## config.mk

```make
export PLATFORM = sky130hd
export DESIGN_NAME = if_fetch_flat
export DESIGN_NICKNAME = d
export VERILOG_FILES = /design/src/rtl/if_fetch_pkg.sv /design/src/rtl/if_fetch_if.sv /design/src/rtl/if_fetch.sv /design/src/flat_wrapper.sv
export SDC_FILE = /design/constraint.sdc
export NUM_CORES = 1
export LEC_CHECK = 0
export CORE_ASPECT_RATIO = 2
export CORE_MARGIN = 2
export CORE_UTILIZATION = 45
export DETAILED_ROUTE_END_ITERATION = 7
export HOLD_SLACK_MARGIN = 0.08
export PLACE_DENSITY = 0.92
export SLEW_MARGIN = 20
export SYNTH_ARGS = -nofsm -noshare
export SYNTH_HDL_FRONTEND = slang
export SYNTH_SLANG_ARGS = --single-unit
```

## constraint.sdc

```tcl
create_clock -name clk -period 2.53 [get_ports clk]
set_input_delay 0.506 -clock clk [delete_from_list [all_inputs] [get_ports clk]]
set_output_delay 0.506 -clock clk [all_outputs]
set_load 0.005 [all_outputs]
```

## src/rtl/if_fetch_pkg.sv

```systemverilog
// Shared widths, reset PC and hold-FSM encoding for the instruction-fetch stage.
package if_fetch_pkg;

    localparam int STALL_W     = 6;
    localparam int BR_WD       = 33;
    localparam int IF_TO_ID_WD = 33;

    localparam logic STOP    = 1'b1;
    localparam logic NO_STOP = 1'b0;

    localparam logic [31:0] RESET_PC_DEF = 32'hBFBF_FFFC;

    typedef enum logic [1:0] {
        ST_RESET = 2'd0,
        ST_RUN   = 2'd1,
        ST_HOLD  = 2'd2
    } hold_state_t;

    function automatic logic misaligned(input logic [31:0] addr);
        return addr[1:0] != 2'b00;
    endfunction

endpackage

```

## src/rtl/if_fetch_if.sv

```systemverilog
// Fetch-stage bus: stall vector, branch redirect, instruction SRAM port and IF/ID outputs.
interface if_fetch_if;
    import if_fetch_pkg::*;

    logic [STALL_W-1:0]     stall;
    logic [BR_WD-1:0]       br_bus;
    logic                   inst_sram_en;
    logic [3:0]             inst_sram_wen;
    logic [31:0]            inst_sram_addr;
    logic [31:0]            inst_sram_wdata;
    logic [31:0]            inst_sram_rdata;
    logic [IF_TO_ID_WD-1:0] if_to_id_bus;
    logic [31:0]            if_inst;
    logic                   if_adel;

    modport master (
        input  stall, br_bus, inst_sram_rdata,
        output inst_sram_en, inst_sram_wen, inst_sram_addr, inst_sram_wdata,
        output if_to_id_bus, if_inst, if_adel
    );

    modport slave (
        output stall, br_bus, inst_sram_rdata,
        input  inst_sram_en, inst_sram_wen, inst_sram_addr, inst_sram_wdata,
        input  if_to_id_bus, if_inst, if_adel
    );

endinterface

```

## src/rtl/if_fetch.sv

```systemverilog
// Instruction fetch: PC register, redirect capture across stalls, and an instruction hold FSM.
// Optional misaligned-fetch detection is enabled with `define IF_ADEL_EN.
//
// state    | meaning
// ST_RESET | no valid fetch yet; if_inst = 0
// ST_RUN   | if_inst follows inst_sram_rdata
// ST_HOLD  | IF/ID stalled; if_inst replays the captured word, SRAM not re-read
module if_fetch
    import if_fetch_pkg::*;
#(
    parameter logic [31:0] RESET_PC = RESET_PC_DEF
) (
    input  logic       clk,
    input  logic       rst,
    if_fetch_if.master bus
);

    logic        br_e;
    logic [31:0] br_addr;
    logic [31:0] pc_r;
    logic [31:0] next_pc;
    logic [31:0] br_tgt;
    logic [31:0] hold_r;
    logic        ce_r;
    logic        br_pend;
    logic        adel;
    logic        hold_cap;
    logic [31:0] inst_sel;
    logic        unused_stall;

    hold_state_t state_q, state_nx;

    assign br_e         = bus.br_bus[32];
    assign br_addr      = bus.br_bus[31:0];
    assign unused_stall = ^bus.stall[STALL_W-1:2];

    // Live redirect beats a pending one so the newest decode decision wins.
    always_comb begin
        next_pc = pc_r + 32'd4;
        if (br_e) begin
            next_pc = br_addr;
        end else if (br_pend) begin
            next_pc = br_tgt;
        end
    end

`ifdef IF_ADEL_EN
    assign adel             = ce_r & misaligned(pc_r);
    assign bus.inst_sram_en = ~rst & ~bus.stall[0] & ~(adel & misaligned(next_pc));
`else
    assign adel             = 1'b0;
    assign bus.inst_sram_en = ~rst & ~bus.stall[0];
`endif

    assign bus.inst_sram_wen   = 4'b0000;
    assign bus.inst_sram_wdata = 32'd0;
    assign bus.inst_sram_addr  = next_pc;
    assign bus.if_to_id_bus    = {ce_r, pc_r};
    assign bus.if_adel         = adel;
    assign bus.if_inst         = (ce_r & ~adel) ? inst_sel : 32'd0;

    always_ff @(posedge clk) begin
        if (rst) begin
            pc_r    <= RESET_PC;
            ce_r    <= 1'b0;
            br_pend <= 1'b0;
            br_tgt  <= 32'd0;
        end else if (bus.stall[0] == NO_STOP) begin
            pc_r    <= next_pc;
            ce_r    <= 1'b1;
            br_pend <= 1'b0;
        end else if (br_e) begin
            br_pend <= 1'b1;
            br_tgt  <= br_addr;
        end
    end

    always_ff @(posedge clk) begin
        if (rst) begin
            state_q <= ST_RESET;
            hold_r  <= 32'd0;
        end else begin
            state_q <= state_nx;
            if (hold_cap) begin
                hold_r <= bus.inst_sram_rdata;
            end
        end
    end

    // HOLD keeps driving hold_r through the release cycle; RUN resumes when fresh data lands.
    always_comb begin
        state_nx = state_q;
        hold_cap = 1'b0;
        inst_sel = 32'd0;
        case (state_q)
            ST_RESET: begin
                if (bus.stall[0] == NO_STOP) begin
                    state_nx = ST_RUN;
                end
            end
            ST_RUN: begin
                inst_sel = bus.inst_sram_rdata;
                if (bus.stall[1] == STOP) begin
                    hold_cap = 1'b1;
                    state_nx = ST_HOLD;
                end
            end
            ST_HOLD: begin
                inst_sel = hold_r;
                if (bus.stall[1] == NO_STOP) begin
                    state_nx = ST_RUN;
                end
            end
            default: state_nx = ST_RESET;
        endcase
    end

endmodule

```

## src/flat_wrapper.sv

```systemverilog
// flat-port wrapper written by rule: the top's interface ports become plain ports
module if_fetch_flat import if_fetch_pkg::*;
#(
    parameter logic [31:0] RESET_PC = RESET_PC_DEF
)
  (clk, rst, bus_stall, bus_br_bus, bus_inst_sram_rdata, bus_inst_sram_en, bus_inst_sram_wen, bus_inst_sram_addr, bus_inst_sram_wdata, bus_if_to_id_bus, bus_if_inst, bus_if_adel);
  if_fetch_if bus_i ();
  input  logic clk;
  input  logic rst;
  input wire logic [$bits(bus_i.stall)-1:0] bus_stall;
  input wire logic [$bits(bus_i.br_bus)-1:0] bus_br_bus;
  input wire logic [$bits(bus_i.inst_sram_rdata)-1:0] bus_inst_sram_rdata;
  output wire logic [$bits(bus_i.inst_sram_en)-1:0] bus_inst_sram_en;
  output wire logic [$bits(bus_i.inst_sram_wen)-1:0] bus_inst_sram_wen;
  output wire logic [$bits(bus_i.inst_sram_addr)-1:0] bus_inst_sram_addr;
  output wire logic [$bits(bus_i.inst_sram_wdata)-1:0] bus_inst_sram_wdata;
  output wire logic [$bits(bus_i.if_to_id_bus)-1:0] bus_if_to_id_bus;
  output wire logic [$bits(bus_i.if_inst)-1:0] bus_if_inst;
  output wire logic [$bits(bus_i.if_adel)-1:0] bus_if_adel;
  assign bus_i.stall = bus_stall;
  assign bus_i.br_bus = bus_br_bus;
  assign bus_i.inst_sram_rdata = bus_inst_sram_rdata;
  assign bus_inst_sram_en = bus_i.inst_sram_en;
  assign bus_inst_sram_wen = bus_i.inst_sram_wen;
  assign bus_inst_sram_addr = bus_i.inst_sram_addr;
  assign bus_inst_sram_wdata = bus_i.inst_sram_wdata;
  assign bus_if_to_id_bus = bus_i.if_to_id_bus;
  assign bus_if_inst = bus_i.if_inst;
  assign bus_if_adel = bus_i.if_adel;
  if_fetch #(.RESET_PC(RESET_PC)) u_core (.clk(clk), .rst(rst), .bus(bus_i));
endmodule
```

==> metrics.md <==
| Metric | Value |
|---|---|
| Status | finished, violations left |
| Failing checks | negative setup slack |
| Max-Cap Viols | 0 |
| Antenna-violating nets left | 0 |
| WL/cell | between 20 and 25 µm |
| Crit share post-route | 1.11 |
| Reg2reg start | u_core.pc_r[19] |
| Register Area | roughly 2000 µm² |
| Ports | approximately 210 |
| Total clock sinks | 100 |
| Setup Crit Path Kind | reg2out |
| Critical Path RT | between 2000 and 2500 ps |
| Slew HR | 0.373 |
| Routed wire length | 25.4 mm |
| Synth area leaders | dfxtp_1, nand2_1, a21oi_1, a22oi_1, buf_4 |
| Routed vias | 7,464 |
| Die height | 163 µm |
| Final Setup Violations | 14 |
| CTS tree | built |
| Ys flop type | dfxtp_1 |
| Global-route wire length before repair | ~35 mm |
| Largest net degree at the start of global routing | 85 |
| Starting Density | 0.457 |
| Endpoints failing hold | 0 |
| Num CTS Buffers | 9 |
| Clock Latency Late Sink | around 360 ps |
| Most frequent cell after synthesis | nand2_1 |
| Main combinational cell family by area after synthesis | compound AO/OA/AOI/OAI gates |
| Pwr Density | roughly 600 nW/µm² |
| Tightest Hold Check Type | reg2reg |
| Die area | ~14,000 µm² |
| Vias per inst | roughly 6.2 |
| CTS H-Tree Depth | 3 |
| Post-synth EDFFs | 0 |
| Mux cell area share after synthesis | 0.0272 |
| Netlist cell types | between 60 and 70 |
| Fmax achieved | approximately 360 MHz |
| Worst path slowest cell | dfxtp_4 |
| Sequential cell area fraction in the yosys report | 0.351 |
| Synth Area in Simple Gates | 0.231 |
| First-pass DRT Iterations | 7 |
| Placed Area | 8140 µm² |
| Iter 0 DRT Violations | about 750 |
| Final worst slack | -279 ps |
| Fill cells | 793 |
| Design Area, Final | roughly 9300 µm² |
| Mean Syn Cell Area | approximately 7.5 µm² |
| Top cells by count, synth | nand2_1, dfxtp_1, a21oi_1, nor2_1, a22oi_1 |
| Syn Inst Count | ~760 |
| CTS root buf | clkbuf_16 |
| Vias in the first global route | a little under 7,000 |
| Synth top area share | 0.351 |
| Slew Limit Fails | 0 |
| Core area | approximately 12,000 µm² |
| Worst Setup SP | u_core.pc_r[11] |
| Max Root-Sink Buffers | 2 |
| Initial antenna violation count | 1 |
| Max rail drop VDD | 0.557 mV |
| Share of cells above drive strength 1 | 0.264 |
| Slowest cell delay on critical path | 380 ps |
| DRC Markers | 0 |
| Total Nets Final | roughly 1,100 |
| Final RePlAce weighted congestion | 0.898 |
| Worst Setup End Kind | output pin |
| WP data arrival | roughly 2300 ps |
| Asr flop ratio synth | 0 |
| Yosys warnings | 0 |
| Synth Area in Compound Gates | 0.249 |
| Antenna diode count | 0 |
| Adder-Cell Fraction of Synth Area | 0.0110 |
| Clock Skews | ~15 ps |
| Period minus WS final | ~2800 ps |
| Crit-path most repeated cell | buf_6 |
| Static leakage | roughly 3.7 nW |
| RSZ-0062 raised after global routing | yes |
| Reg clk slew, reported paths | approximately 80 ps |
| Die width | ~84 µm |
| #FFs+latches synth | 100 |
| Area leader, netlist | dfxtp_1 |
| Multi-input logic area | around 3700 µm² |
| Gr usage total | 0.319 |
| Final HPWL DP | 14.0 mm |
| Xor and xnor fraction of the mapped netlist area | 0.0353 |
| Crit path max fanout | 5 |
| Layout area overhead | 62.7% |
| CP cell instances | nand4_4 -> buf_6 -> nor3_4 -> buf_6 -> nand4_1 -> xnor2_2 -> a21oi_2 -> clkbuf_2 |
| Startpoint types | flop |
| Row cnt | 58 |
| Worst Max-Slew Pin Slew | between 900 and 1000 ps |
| I/O Buffers | approximately 170 |
| WHS | around 460 ps |
| Hold Crit Start | u_core.hold_r[4] |
| Overflow after GRT | 0 |
| Synth Cell Area | ~5700 µm² |
## layout by cell type, fill, tap and decap left out, drive strengths merged, types with 3 or more instances in the layout
| master | netlist | routed |
|---|---|---|
| a21o | 4 | 4 |
| a21oi | 85 | 85 |
| a22oi | 49 | 49 |
| a2bb2oi | 4 | 4 |
| a31oi | 8 | 8 |
| and3 | 5 | 5 |
| and4 | 3 | 3 |
| buf | 47 | 171 |
| clkbuf | 48 | 15 |
| clkdlybuf4s15 | 0 | 3 |
| clkdlybuf4s50 | 0 | 132 |
| clkinv | 1 | 3 |
| conb | 1 | 37 |
| dfxtp | 100 | 100 |
| dlygate4sd2 | 0 | 7 |
| dlymetal6s2s | 0 | 7 |
| ha | 5 | 5 |
| inv | 9 | 12 |
| mux2 | 4 | 4 |
| mux2i | 11 | 11 |
| nand2 | 157 | 157 |
| nand2b | 5 | 5 |
| nand3 | 19 | 19 |
| nand4 | 10 | 10 |
| nor2 | 57 | 57 |
| nor2b | 3 | 3 |
| nor3 | 13 | 13 |
| nor4 | 6 | 6 |
| o211ai | 7 | 7 |
| o21ai | 34 | 34 |
| o22ai | 4 | 4 |
| o31a | 7 | 7 |
| o31ai | 3 | 3 |
| xnor2 | 11 | 11 |
| xor2 | 12 | 12 |
## final cells by class
| class | instances | share of cell area |
|---|---|---|
| Timing Repair Buffer | 326 | 0.326 |
| Multi-Input combinational cell | 595 | 0.397 |
| Clock buffer | 9 | 0.0243 |
| Clock inverter | 7 | 0.00890 |
| Inverter | 10 | 0.00432 |
| Tap cell | 150 | 0.0202 |
| Sequential cell | 100 | 0.219 |
## kinds of logic (layout without fill, tap and decap cells)
group | after synthesis | after routing
buffers and inverters | 105 | 352
and+or+nand+nor | 290 | 290
adders and majority gates | 5 | 5
DFF | 100 | 100
AOI/OAI and AO/OA | 225 | 225
other | 1 | 37
xor gates and xnor gates | 23 | 23
muxes | 15 | 15
## state kept, by name, summed over array words and instances (netlist names)
| signal | count |
|---|---|
| u_core.br_pend | 1 |
| u_core.br_tgt | 32 |
| u_core.ce_r | 1 |
| u_core.hold_r | 32 |
| u_core.pc_r | 32 |
| u_core.state_q | 2 |
## metal layers
metal	GRT usage	share of wire	vias to the layer above
li1	-	-	3164
met4	0.216	0.092	2
met3	0.0500	0.091	223
met5	0	0.00051	-
met2	0.571	0.50	662
met1	0.340	0.32	3413
## path summary, 6_finish.rpt
check                                              end  cells after the start  slack (ps)
worst min register to register        u_core.hold_r[4]                      2         460
worst min-delay path                  u_core.hold_r[4]                      2         460
worst max-delay path            bus_inst_sram_addr[23]                      8        -280
worst max register to register         u_core.pc_r[29]                     13          80
## stage by stage
| stage | setup slack (ps) | util | power, W | setup TNS (ps) | std cells |
|---|---|---|---|---|---|
| final | -279 | 0.743 | 0.00571 | -2150 | 1197 |
| after global routing | -347 | 0.743 | 0.00594 | -3220 | 1197 |
| after CTS | -190 | 0.717 | 0.00529 | -906 | 1185 |
| after detailed placement | -296 | 0.652 | 0.00375 | -5980 | 1140 |
| after global placement | -275 | 0.652 | 0.00370 | -5440 | 1140 |
| after floorplan | 272 | - | 0.00285 | 0 | 800 |
## power by group
part | total, W | internal (W) | leakage, nW | switching [W]
Sequential | 0.00185 | 0.00173 | 0.818 | 0.000122
Clock | 0.00147 | 0.000786 | 0.150 | 0.000684
Combinational | 0.00239 | 0.00116 | 2.76 | 0.00123
## critical path: cells and delay by family, from the launching register on
kind / cells / cell delay (ps)
buffers and inverters: 3 / 470
AO/OA/AOI/OAI: 1 / 200
flip-flops: 1 / 380
AND/OR/NAND/NOR: 3 / 630
XOR/XNOR: 1 / 250
## repair_timing
action                     CTS  global route
pin swaps                   23            31
buffers inserted            29            20
resized for setup          161            72
gates cloned                 0             3
hold buffers                 0             0
setup endpoints to repair   33            59
No activity file was read; power rests on OpenSTA's default activity.
